File: src/rtl/uart_cmd_mstr.sv
// -----------------------------------------------------------------------------
// uart_cmd_mstr
//   Host-side UART command master. It sends a CMD_BYTES-wide command MSB-first
//   through a byte transmitter (trmt/tx_done) and collects the response through
//   a byte receiver (rx_rdy/clr_rx_rdy). A command whose opcode (top byte)
//   equals DUMP_OP expects DUMP_LEN response bytes. Any other command expects
//   a single byte.
//
//   Optional build macro: ACK_CHK_EN. When it is defined, a single-byte
//   response that differs from ACK_VAL sets the sticky nak flag. Otherwise
//   nak is tied low.
//
// Ports:
//   clk, rst_n   : clock, asynchronous active-low reset
//   cmd          : command word, opcode in the top byte
//   send_cmd     : start request, honoured only while idle
//   busy         : transaction in progress
//   cmd_sent     : pulse when the last command byte has been transmitted
//   tx_data/trmt : byte and one-cycle strobe to the transmitter
//   tx_done      : transmitter byte complete (its rising edge is used)
//   rx_data/rx_rdy/clr_rx_rdy : receiver byte, valid level and clear pulse
//   resp/resp_vld: last response byte and its one-cycle valid pulse
//   resp_cnt     : response bytes collected in this transaction
//   resp_done    : pulse when all expected bytes have arrived
//   tmo          : sticky timeout flag
//   nak          : sticky bad-acknowledge flag
// -----------------------------------------------------------------------------
module uart_cmd_mstr #(
    parameter int          CMD_BYTES = 3,
    parameter int          DUMP_LEN  = 510,
    parameter logic [7:0]  DUMP_OP   = 8'h01,
    parameter int          TMO_CYC   = 200000,
    parameter logic [7:0]  ACK_VAL   = 8'hA5
) (
    input  logic                              clk,
    input  logic                              rst_n,
    input  logic [8*CMD_BYTES-1:0]            cmd,
    input  logic                              send_cmd,
    output logic                              busy,
    output logic                              cmd_sent,
    output logic [7:0]                        tx_data,
    output logic                              trmt,
    input  logic                              tx_done,
    input  logic [7:0]                        rx_data,
    input  logic                              rx_rdy,
    output logic                              clr_rx_rdy,
    output logic [7:0]                        resp,
    output logic                              resp_vld,
    output logic [$clog2(DUMP_LEN+1)-1:0]     resp_cnt,
    output logic                              resp_done,
    output logic                              tmo,
    output logic                              nak
);

    localparam int CNT_W = $clog2(DUMP_LEN + 1);
    localparam int IDX_W = (CMD_BYTES > 1) ? $clog2(CMD_BYTES) : 1;
    localparam int TMO_W = $clog2(TMO_CYC + 1);

    localparam logic [2:0] IDLE    = 3'd0;
    localparam logic [2:0] LOAD    = 3'd1;
    localparam logic [2:0] STRB    = 3'd2;
    localparam logic [2:0] WAIT_TX = 3'd3;
    localparam logic [2:0] WAIT_RX = 3'd4;
    localparam logic [2:0] CLR     = 3'd5;

    logic [2:0]             state_r;
    logic [8*CMD_BYTES-1:0] shadow_r;
    logic [IDX_W-1:0]       idx_r;
    logic [CNT_W-1:0]       exp_r;
    logic [TMO_W-1:0]       tmo_cnt_r;
    logic                   tx_done_d_r;

    logic                   tx_rise_s;
    logic                   tmo_hit_s;
    logic                   op_dump_s;
    logic [7:0]             byte_s;

    // Edge detect, timeout terminal count, opcode decode and byte select.
    always_comb begin
        tx_rise_s = tx_done & ~tx_done_d_r;
        tmo_hit_s = (tmo_cnt_r == TMO_W'(TMO_CYC - 1));
        op_dump_s = (shadow_r[8*CMD_BYTES-1 -: 8] == DUMP_OP);
        byte_s    = shadow_r[8*int'(idx_r) +: 8];
    end

    // Transaction sequencer: command serialisation, response collection, timeout.
    always_ff @(posedge clk or negedge rst_n) begin
        if (!rst_n) begin
            state_r     <= IDLE;
            shadow_r    <= {(8*CMD_BYTES){1'b0}};
            idx_r       <= {IDX_W{1'b0}};
            exp_r       <= {CNT_W{1'b0}};
            tmo_cnt_r   <= {TMO_W{1'b0}};
            tx_done_d_r <= 1'b0;
            busy        <= 1'b0;
            cmd_sent    <= 1'b0;
            tx_data     <= 8'h00;
            trmt        <= 1'b0;
            clr_rx_rdy  <= 1'b0;
            resp        <= 8'h00;
            resp_vld    <= 1'b0;
            resp_cnt    <= {CNT_W{1'b0}};
            resp_done   <= 1'b0;
            tmo         <= 1'b0;
`ifdef ACK_CHK_EN
            nak         <= 1'b0;
`endif
        end else begin
            tx_done_d_r <= tx_done;
            trmt        <= 1'b0;
            cmd_sent    <= 1'b0;
            clr_rx_rdy  <= 1'b0;
            resp_vld    <= 1'b0;
            resp_done   <= 1'b0;
            case (state_r)
                IDLE: begin
                    tmo_cnt_r <= {TMO_W{1'b0}};
                    if (send_cmd) begin
                        shadow_r <= cmd;
                        tmo      <= 1'b0;
`ifdef ACK_CHK_EN
                        nak      <= 1'b0;
`endif
                        resp_cnt <= {CNT_W{1'b0}};
                        busy     <= 1'b1;
                        idx_r    <= IDX_W'(CMD_BYTES - 1);
                        state_r  <= LOAD;
                    end else begin
                        state_r  <= IDLE;
                    end
                end
                LOAD: begin
                    // trmt is registered here so it is high exactly while in STRB.
                    tx_data   <= byte_s;
                    trmt      <= 1'b1;
                    tmo_cnt_r <= {TMO_W{1'b0}};
                    state_r   <= STRB;
                end
                STRB: begin
                    tmo_cnt_r <= {TMO_W{1'b0}};
                    state_r   <= WAIT_TX;
                end
                WAIT_TX: begin
                    if (tx_rise_s) begin
                        tmo_cnt_r <= {TMO_W{1'b0}};
                        if (idx_r != {IDX_W{1'b0}}) begin
                            idx_r   <= idx_r - IDX_W'(1);
                            state_r <= LOAD;
                        end else begin
                            cmd_sent <= 1'b1;
                            exp_r    <= op_dump_s ? CNT_W'(DUMP_LEN) : CNT_W'(1);
                            state_r  <= WAIT_RX;
                        end
                    end else if (tmo_hit_s) begin
                        tmo        <= 1'b1;
                        clr_rx_rdy <= 1'b1;
                        busy       <= 1'b0;
                        tmo_cnt_r  <= {TMO_W{1'b0}};
                        state_r    <= IDLE;
                    end else begin
                        tmo_cnt_r  <= tmo_cnt_r + TMO_W'(1);
                    end
                end
                WAIT_RX: begin
                    if (rx_rdy) begin
                        resp       <= rx_data;
                        resp_vld   <= 1'b1;
                        clr_rx_rdy <= 1'b1;
                        // Saturate so a stray byte can never wrap the count.
                        resp_cnt   <= (resp_cnt == exp_r) ? resp_cnt : resp_cnt + CNT_W'(1);
`ifdef ACK_CHK_EN
                        if (!op_dump_s && (rx_data != ACK_VAL)) begin
                            nak <= 1'b1;
                        end else begin
                            nak <= nak;
                        end
`endif
                        tmo_cnt_r  <= {TMO_W{1'b0}};
                        state_r    <= CLR;
                    end else if (tmo_hit_s) begin
                        tmo        <= 1'b1;
                        clr_rx_rdy <= 1'b1;
                        busy       <= 1'b0;
                        tmo_cnt_r  <= {TMO_W{1'b0}};
                        state_r    <= IDLE;
                    end else begin
                        tmo_cnt_r  <= tmo_cnt_r + TMO_W'(1);
                    end
                end
                CLR: begin
                    // One idle cycle so the receiver can drop rx_rdy after the clear.
                    tmo_cnt_r <= {TMO_W{1'b0}};
                    if (resp_cnt == exp_r) begin
                        resp_done <= 1'b1;
                        busy      <= 1'b0;
                        state_r   <= IDLE;
                    end else begin
                        state_r   <= WAIT_RX;
                    end
                end
                default: begin
                    busy      <= 1'b0;
                    tmo_cnt_r <= {TMO_W{1'b0}};
                    state_r   <= IDLE;
                end
            endcase
        end
    end

`ifndef ACK_CHK_EN
    assign nak = 1'b0;
`endif

endmodule

File: config.mk
export PLATFORM = sky130hd
export DESIGN_NAME = uart_cmd_mstr
export DESIGN_NICKNAME = d
export VERILOG_FILES = /design/src/rtl/uart_cmd_mstr.sv
export SDC_FILE = /design/constraint.sdc
export NUM_CORES = 1
export LEC_CHECK = 0
export CORE_ASPECT_RATIO = 2
export CORE_MARGIN = 2
export CORE_UTILIZATION = 40
export CTS_BUF_LIST = sky130_fd_sc_hd__clkbuf_4 sky130_fd_sc_hd__clkbuf_8
export DETAILED_ROUTE_END_ITERATION = 8
export MAX_ROUTING_LAYER = met4
export SLEW_MARGIN = 20
export SYNTH_ARGS = -nofsm -noshare
export SYNTH_HDL_FRONTEND = slang
export SYNTH_SLANG_ARGS = --single-unit
File: constraint.sdc
create_clock -name clk -period 2.2 [get_ports clk]
set_input_delay 0.55 -clock clk [delete_from_list [all_inputs] [get_ports clk]]
set_output_delay 0.55 -clock clk [all_outputs]
set_load 0.05 [all_outputs]
==> summary.txt <==
Synthesis
  – Register area share after synthesis: 0.539
  – Syn Inst Count: 415
  – Post-synth cell types: 50
  – Syn Area/Cell: 9.18 um2
  – Seq cells post-synth: 82
  – Syn nets: between 400 and 500
  – Post-Synthesis Cell Area: 0.00381 mm2
  – Synth warn: 0

Pwr
  – Design Power: approximately 5.7 mW
  – P_leak: around 2.3 nW
  – Peak supply drop: a little under 0.0009 V
  – Power per cell area: between 1000 and 1500 mW/mm2

STA
  – Slew headroom: 0.651
  – Skew final: 0.0123 ns
  – Final hold vios: 0
  – Final setup violation count: 0
  – TNS Setup: 0 ns
  – Final cycle utilization of the critical path: 0.970
  – RSZ-0062 raised after global routing: false
  – Highest Clock Rate: ~0.47 GHz
  – Fin crit period: around 2.1 ns
  – Slew @ Worst Pin: between 0.5 and 0.6 ns
  – Final slew viol count: 0

Worst setup path
  – Worst-path cell chain: clkdlybuf4s50_1
  – Buffers and inverters on the worst path: 1
  – Crit start category: flip-flop
  – Crit-path max cell delay: just over 0.8 ns
  – Family with the most delay on the worst path: buffers and inverters
  – Crit path kind: reg -> out
  – Crit-path max FO: 4
  – Required @ worst endpoint: approximately 1.7 ns
  – CP arrival: between 1.5 and 2 ns
  – Critical Path Sink Type: output pin
  – R2R setup slack: just under 0.4 ns
  – Slowest stage cell, crit path: clkdlybuf4s50_1
  – Crit path from: busy
  – R2r startpoint: state_r[0]

Drt
  – Drt total wl: roughly 8700 um
  – Via/cell ratio: 5.12
  – DRC viols: 0
  – DR pass1 iterations: 4
  – Vias: slightly above 3000
  – DR WL/cell: ~14 um
  – Antenna viol nets, final: 0
  – DR iter-0 viols: 182

Clock tree
  – Cts hold-fix bufs: 0
  – CTS Sinks: approximately 80
  – TritonCTS clock tree: built
  – Clock-pin slew on the worst setup and hold paths: 0.09 ns
  – Longest Clk Path Bufs: 2
  – Worst skew pair latency: 0.36 ns
  – CTS Root Cell: clkbuf_8
  – H-tree depth: 3
  – Total CTS buffers: 9
  – CTS resizes: 1
  – Post-CTS setup buffers: 0

Final layout
  – Fin nets: around 540
  – Final core occ: 0.522
  – Share of cells above drive strength 1: 0.112
  – # diodes: 0
  – Area Overhead vs Synth: 27.8%

Global routing
  – Vias in the first global route: between 3000 and 4000
  – First-pass GRT wire length: 14700 um
  – Overflow after GRT: 0
  – Largest net degree at the start of global routing: 42
  – Antenna violations before repair: 0
  – Global Route Usage Sum: 0.187

Floorplan
  – Die ar.: 0.0104 mm2
  – Chip Width: around 73 um
  – Die Ht: roughly 140 um
  – FP Rows: 50
  – I/O pin cnt: 70
  – Core area: 0.00932 mm2
  – Initial Utilization: 0.409

Flow run
  – Max_cap viols: 0

Placement
  – Buffers on Ports: just under 70
  – DP HPWL: ~6500 um
  – GPL Wtd Cong: slightly below 0.9

Min path
  – Hold WC Path Type: in -> async

Outcome
  – Status: completed
==> sequential cells by signal, summed over array words and instances, names as in the netlist, 2 cells and up <==
name and cells:
shadow_r 24, tmo_cnt_r 18, resp_cnt 9, resp 8, tx_data 8, state_r 3
exp_r 2, idx_r 2
==> placed cells by master, fill, tap and decap left out, drive strengths merged, types with 2 or more instances in the layout <==
cell,instances
nand3,15
buf,27
o21a,2
bufinv,2
clkbuf,10
nand4,2
clkinv,3
xor2,11
and2,3
nand3b,2
nor3,5
nor2,47
o31ai,2
dfrtp,82
a21oi,27
inv,7
nand2b,2
nor4,4
xnor2,6
ha,3
and3,5
o21ai,14
o211ai,2
or3,3
clkdlybuf4s50,59
nor4b,2
mux2i,11
nor2b,3
nand2,122
or4,3
==> cell usage after synthesis (all sizes together) <==
| cell type | count | area [um2] |
|---|---|---|
| o32ai | 1 | 8.76 |
| nand4 | 2 | 12.5 |
| a31oi | 1 | 6.26 |
| nand3b | 2 | 15.0 |
| o31ai | 2 | 15.0 |
| nor3b | 1 | 12.5 |
| ha | 3 | 37.5 |
| or2 | 1 | 6.26 |
| o211ai | 2 | 15.0 |
| o21ai | 14 | 70.1 |
| nor4b | 2 | 17.5 |
| conb | 1 | 3.75 |
| nor4 | 4 | 25.0 |
| nor2b | 3 | 18.8 |
| o211a | 1 | 17.5 |
| clkbuf | 9 | 33.8 |
| dfrtp | 82 | 2050 |
| o32a | 1 | 10.0 |
| a22oi | 1 | 7.51 |
| xor2 | 11 | 96.3 |
| a21oi | 27 | 143 |
| buf | 9 | 70.1 |
| and2 | 3 | 18.8 |
| inv | 7 | 26.3 |
| o21a | 2 | 15.0 |
| nand2 | 122 | 458 |
| mux2i | 11 | 110 |
| or4 | 3 | 22.5 |
| a41oi | 1 | 8.76 |
| nor3 | 5 | 35.0 |
| a211oi | 1 | 7.51 |
| nor2 | 47 | 195 |
| and3 | 5 | 31.3 |
| nand3 | 15 | 80.1 |
| xnor2 | 6 | 52.6 |
| and4 | 1 | 8.76 |
| nand4bb | 1 | 11.3 |
| or3 | 3 | 22.5 |
| nand2b | 2 | 12.5 |
==> through the flow <==
step	setup WS (ns)	instances	area (um2)	hold slack, ns
after floorplan	0.270	415	3810	0.254
after global placement	0.125	588	4650	0.458
after detailed placement	0.0945	588	4650	0.460
after CTS	0.0324	603	4870	0.0570
after global routing	0.0113	603	4870	0.0685
final	0.0670	603	4870	0.0602
==> cell families (layout without fill, tap and decap cells) <==
family          count (synthesis)  after routing  synth area share
buf+inv                        25            109            0.0342
fa+ha+maj                       3              3           0.00985
flops                          82             82             0.539
mux                            11             11            0.0289
simple gates                  222            222             0.263
xor+xnor                       17             17            0.0391
other cells                     1              1          0.000984
compound gates                 54             54            0.0851
==> metal layers <==
metal | up-vias | global-route usage | routed length, um
met3 | 15 | 0.0390 | 328
li1 | 1533 | - | -
met2 | 68 | 0.309 | 4680
met1 | 1469 | 0.211 | 3430
met4 | 0 | 0.0897 | 248
met5 | - | - | 0
==> power by group <==
group          leakage [nW]  internal (mW)  switching (mW)
sequential             1.07           1.94           0.346
clock                 0.112          0.662           0.537
combinational          1.12          0.862            1.40
total                  2.30           3.47            2.28
==> path summary, 6_finish.rpt <==
kind                       cells after the start            to
max                                            1          busy
min                                            1  tmo_cnt_r[5]
max reg2reg                                    7   resp_cnt[8]
min reg2reg                                    2       resp[2]
max in group asynchronous                      2   tx_done_d_r
min in group clk                               2       resp[2]
==> area by class of cell <==
cell class              count  area, um2
well taps                 104        130
flip-flops and latches     82       2050
fillers                   905       4450
repair buffers             87        815
inverters                   7       26.3
clock inverters             5       78.8
clock buffers              10        138
multi-input cells         308       1630
No activity file was read; power rests on OpenSTA's default activity.
